<file path="config.mk">
export PLATFORM = sky130hd
export DESIGN_NAME = cache_bus_arbiter
export DESIGN_NICKNAME = d
export VERILOG_FILES = /design/src/rtl/cache_bus_arbiter.sv
export SDC_FILE = /design/constraint.sdc
export NUM_CORES = 1
export LEC_CHECK = 0
export BUFFER_PORTS_ARGS = -buffer_cell sky130_fd_sc_hd__buf_2
export CAP_MARGIN = 20
export CELL_PAD_IN_SITES_DETAIL_PLACEMENT = 1
export CELL_PAD_IN_SITES_GLOBAL_PLACEMENT = 2
export CORE_MARGIN = 2
export CORE_UTILIZATION = 10
export DETAILED_ROUTE_END_ITERATION = 6
export PLACE_DENSITY = 0.82
export SLEW_MARGIN = 30
export SYNTH_ARGS = -nofsm -noshare
export SYNTH_HDL_FRONTEND = slang
export SYNTH_SLANG_ARGS = --single-unit
export TNS_END_PERCENT = 30
</file>
<file path="constraint.sdc">
create_clock -name clk -period 2.7 [get_ports clk]
set_input_delay 0.135 -clock clk [delete_from_list [all_inputs] [get_ports clk]]
set_output_delay 0.135 -clock clk [all_outputs]
set_load 0.05 [all_outputs]
</file>
<file path="src/rtl/cache_bus_arbiter.sv">
// rtl/cache_bus_arbiter.sv - round-robin merge of i-cache and d-cache SRAM-like ports onto one bridge port
// One transaction outstanding; the grant is held from the IDLE grant cycle until data_ok.
module cache_bus_arbiter #(
  parameter bit D_FIRST = 1'b1
) (
  input  logic        clk,
  input  logic        rst,
  input  logic        i_req,
  input  logic        i_wr,
  input  logic [1:0]  i_size,
  input  logic [31:0] i_addr,
  input  logic [31:0] i_wdata,
  output logic [31:0] i_rdata,
  output logic        i_addr_ok,
  output logic        i_data_ok,
  input  logic        d_req,
  input  logic        d_wr,
  input  logic [1:0]  d_size,
  input  logic [31:0] d_addr,
  input  logic [31:0] d_wdata,
  output logic [31:0] d_rdata,
  output logic        d_addr_ok,
  output logic        d_data_ok,
  output logic        m_req,
  output logic        m_wr,
  output logic [1:0]  m_size,
  output logic [31:0] m_addr,
  output logic [31:0] m_wdata,
  input  logic [31:0] m_rdata,
  input  logic        m_addr_ok,
  input  logic        m_data_ok
);

  typedef enum logic [1:0] {IDLE, ADDR, DATA} state_t;

  state_t state;
  logic   gnt_d;
  logic   last_d;
  logic   g_req;
  logic   next_gnt_d;
  logic   g_addr_ok;
  logic   g_data_ok;

  assign g_req      = gnt_d ? d_req : i_req;
  // On conflict the side that did not win last time gets the bus.
  assign next_gnt_d = (d_req && i_req) ? ~last_d : d_req;

  always_ff @(posedge clk) begin
    if (rst) begin
      state  <= IDLE;
      gnt_d  <= 1'b0;
      last_d <= ~D_FIRST;
    end else begin
      case (state)
        IDLE: begin
          if (d_req || i_req) begin
            gnt_d  <= next_gnt_d;
            last_d <= next_gnt_d;
            state  <= ADDR;
          end
        end
        ADDR: begin
          if (m_addr_ok) begin
            state <= m_data_ok ? IDLE : DATA;
          end else if (!g_req) begin
            state <= IDLE;
          end
        end
        DATA: begin
          if (m_data_ok) begin
            state <= IDLE;
          end
        end
        default: state <= IDLE;
      endcase
    end
  end

  always_comb begin
    m_req     = (state == ADDR) && g_req;
    m_wr      = gnt_d ? d_wr    : i_wr;
    m_size    = gnt_d ? d_size  : i_size;
    m_addr    = gnt_d ? d_addr  : i_addr;
    m_wdata   = gnt_d ? d_wdata : i_wdata;
    g_addr_ok = (state == ADDR) && m_addr_ok;
    g_data_ok = ((state == ADDR) && m_addr_ok && m_data_ok) ||
                ((state == DATA) && m_data_ok);
    i_addr_ok = !gnt_d && g_addr_ok;
    i_data_ok = !gnt_d && g_data_ok;
    d_addr_ok = gnt_d && g_addr_ok;
    d_data_ok = gnt_d && g_data_ok;
    i_rdata   = m_rdata;
    d_rdata   = m_rdata;
  end

endmodule

</file>
# ---- Word-level counts from Yosys, hierarchy flattened
# Cells that the tools add are included.
dict set report classes {
  n_eq_ne 5
  n_mux 12
  bitwise 1
  reduce_logical 15
}
# operator n
set op_table {}
lappend op_table {{$mux W32} 2}
lappend op_table {{$mux W2} 6}
lappend op_table {{$logic_and A1 B1 Y1} 9}
lappend op_table {{$pmux W2 S3} 1}
lappend op_table {{$ne A2 B2 Y1 const B} 2}
lappend op_table {{$mux W1} 3}
lappend op_table {{$ne A3 B3 Y1 const B} 1}
lappend op_table {{$reduce_and A3 Y1} 1}
lappend op_table {{$eq A2 B1 Y1 const B} 1}
lappend op_table {{$eq A2 B2 Y1 const B} 1}
lappend op_table {{$logic_not A2 Y1} 1}
lappend op_table {{$logic_or A1 B1 Y1} 2}
lappend op_table {{$reduce_and A2 Y1} 1}
lappend op_table {{$logic_not A1 Y1} 1}
lappend op_table {{$not A1 Y1} 1}
dict set report word_totals {
  register_bits 3
  out_inout_bits 136
}

# ---- Logic depth before layout (Yosys ltp)
dict set report logic_depth {
  ltp_word 5
  depth_mapped 5
  mapped_depth_nobuf 3
}

# ---- Worst setup path before layout
# OpenSTA, ideal clock, no wires.
dict set report synth_path {
  path_kind {reg2out}
  start {reg last_d (netlist name)}
  end {out d_addr_ok}
  arrival_ns 1.357
  required_time_ns 2.565
  setup_slack_ns 1.208
  stages_incl_launch_ff 5
  cell_sequence {dfxtp_1 buf_4 buf_2 inv_1 nor2_1}
}
# element line
set synth_rtl {}
lappend synth_rtl {{to (decl)} 22} ;# output logic d_addr_ok,

==> metrics.txt <==
chip height about 130 µm; initial DRC count 24; Worst R2R Start last_d$_SDFFE_PP0P_; dpl cells 486; R2R setup slack 1.43 ns; worst vdd ir 0.132 mV; Hold Crit Endpoint last_d$_SDFFE_PP0P_; CP Launch Type register; layout cell share with drive strength beyond 1 92.8%; Reg2Reg Depth 4; Post-CTS Setup Bufs 0; Post-Syn Nets 334; H-tree depth 1; hold_sp rst; drt first pass iters 3; clock power share 22.4%; vias per cell 3.46; f_max 0.600 GHz; Hold Crit Class in -> reg; vias in the first global route 1801; Vias 1696; register area between 60 and 70 µm²; largest net degree at the start of global routing 73; count leader, synth buf_4; Net Sw Frac 53.3%; Gate Count Post-Synth 162; routability cong. between 0.6 and 0.7; max-slew violations 0; clock sinks 3; post-synthesis sequential area ratio 4.07%; drt wl/cell 12.8 µm; final setup fails 0; Top-Level Pins 308; Setup Total Neg Slack 0 ns; area of the multi-input gates 871 µm²; synthesized cell area 1480 µm²; Clk pin slew, worst setup/hold paths ~0.03 ns; final non-filler cell total a little under 500; Leak approximately 1.2 nW; Antenna Violating Nets Remaining 0; core area roughly 14000 µm²; Worst Hold Depth 2; sequential power share 4.8%; P&R area growth vs syn 57.5%; Mean Syn Cell Area 9.11 µm²; GR Overflow Total 0; CTS resizes 0; fin nets 479; prevailing post-synth register cell dfxtp_1; Die ar. 15800 µm²; Switching Power 0.000573 W; RSZ-0062 raised after global routing false; CP max stage cell mux2_2; initial antenna violation count 0; CP cell instances buf_12, mux2_2, buf_2; post-synth cell types 18; crit path DAT 1.53 ns; synthesis warning total 0; P_int approximately 0.0005 W; critical path type reg -> out; Clock Latency Late Sink 0.23 ns; CP Max Fanout between 70 and 80; post-synthesis async set-or-reset flop share 0%; Max clock buf depth 2; total clock buffers created by CTS 3; relative slew slack 74.2%; power per cell area 462 nW/µm²; max-cap viol count 0; worst path bufs/invs 2; RR Endpoint state[0]$_SDFFE_PP0P_; Crit path max-delay family buffers and inverters; GR Util All Layers 7.27%; slowest stage delay, CP approximately 0.4 ns; dominant cells by area after synthesis mux2_2, buf_4, dfxtp_1, nand3b_1, and3_1; Comb pwr share 72.7%; WHS around 0.11 ns; Setup Skew 0.0000798 ns; CP required 2.57 ns; setup slack after placement 1.27 ns; final WL 6.28 mm; final hold vios 0; # DRC 0; FP Rows 44; critical path endpoint category primary output; Root Buffer clkbuf_16; Tcrit/Tclk final 61.8%; Die W 126 µm; Commonest cells post-synth buf_4, mux2_2, dfxtp_1, nor2_1; hold_buf cts 0; Worst Tran Pin Value 0.387 ns; Port Buffer Count 211; Fillers about 1800; Post-synth EDFFs 0; diodes inserted 0; CTS tree built; total power 0.00107 W; Yosys top cell area share slightly above 50%; Initial Util roughly a tenth; register bit total from synthesis 3; first-pass GRT wire length 9.25 mm; DPL Wire Length 5.51 mm; cell taking the most area after synthesis mux2_2; PnR worst setup slack 1.03 ns; status finished clean; Final min period 1.67 ns
-- how the worst max path moves through the flow --
| stage | depth (start not counted) | endpoint | startpoint | slack (ns) |
|---|---|---|---|---|
| floorplan | 4 | d_addr_ok | last_d$_SDFFE_PP0P_ | 1.21 |
| global placement | 3 | m_addr[10] | last_d$_SDFFE_PP0P_ | 1.31 |
| detailed placement | 3 | m_addr[23] | last_d$_SDFFE_PP0P_ | 1.27 |
| CTS | 3 | m_addr[23] | last_d$_SDFFE_PP0P_ | 1.02 |
| global route | 3 | m_wdata[6] | last_d$_SDFFE_PP0P_ | 0.98 |
| finish | 3 | m_wdata[6] | last_d$_SDFFE_PP0P_ | 1.03 |
-- registers in the layout, indices dropped and copies added, names as in the netlist --
| name | cells |
|---|---|
| last_d | 1 |
| state | 2 |
-- cells by family after synthesis --
family,Yosys count,synth area share (%)
buffers and inverters,74,36.9
muxes,68,51.8
AOI/OAI and AO/OA,5,2.37
DFF,3,4.07
and+or+nand+nor,12,4.83
-- area by class of cell --
cell class | instances | area share, %
repair buffers | 212 | 46.3
multi-input cells | 85 | 37.5
well taps | 184 | 9.90
clock buffers | 4 | 3.39
flip-flops and latches | 3 | 2.64
inverters | 2 | 0.323
-- power by group through the flow --
stage | Clock (W) | Combinational, W | Sequential (W)
after global routing | 0.000249 | 0.000820 | 0.0000523
after detailed placement | 0 | 0.000790 | 0.0000527
after global placement | 0 | 0.000776 | 0.0000522
after CTS | 0.000247 | 0.000791 | 0.0000520
after floorplan | 0 | 0.000840 | 0.0000507
final | 0.000241 | 0.000782 | 0.0000520
-- stage by stage --
step | util, % | instance area (µm²)
after global placement | 15.5 | 2250
after global routing | 16.1 | 2320
after CTS | 16.1 | 2320
after detailed placement | 15.5 | 2250
final | 16.1 | 2320
after floorplan | - | 1480
-- per-layer routing --
layer	GRT usage (%)	share of wire, %
met5	0	0
met1	6.79	31
met3	1.84	11
met4	3.20	2.7
met2	14.6	55
-- worst reg2reg max path: stages, from the launching register on --
cell and delay (ns):
dfxtp_2 0.33, buf_12 0.32, mux2i_1 0.29, o31a_1 0.17
nor3_2 0.04
-- cells in the final DEF (no fill, tap or decap) --
cell type and n:
clkbuf_1 1, dfxtp_2 1, mux2i_1 1, buf_12 1
nand2_1 1, a211oi_1 1, o21ai_0 1, o31a_1 1
and3_1 2, nand2b_1 2, nand3b_1 2, a21oi_1 1
dfxtp_1 2, buf_2 211, clkbuf_16 3, or2_1 1
mux2_2 67, nor3_2 1, inv_1 2, o32ai_1 1
nor2_1 3
No activity file was read; power rests on OpenSTA's default activity.
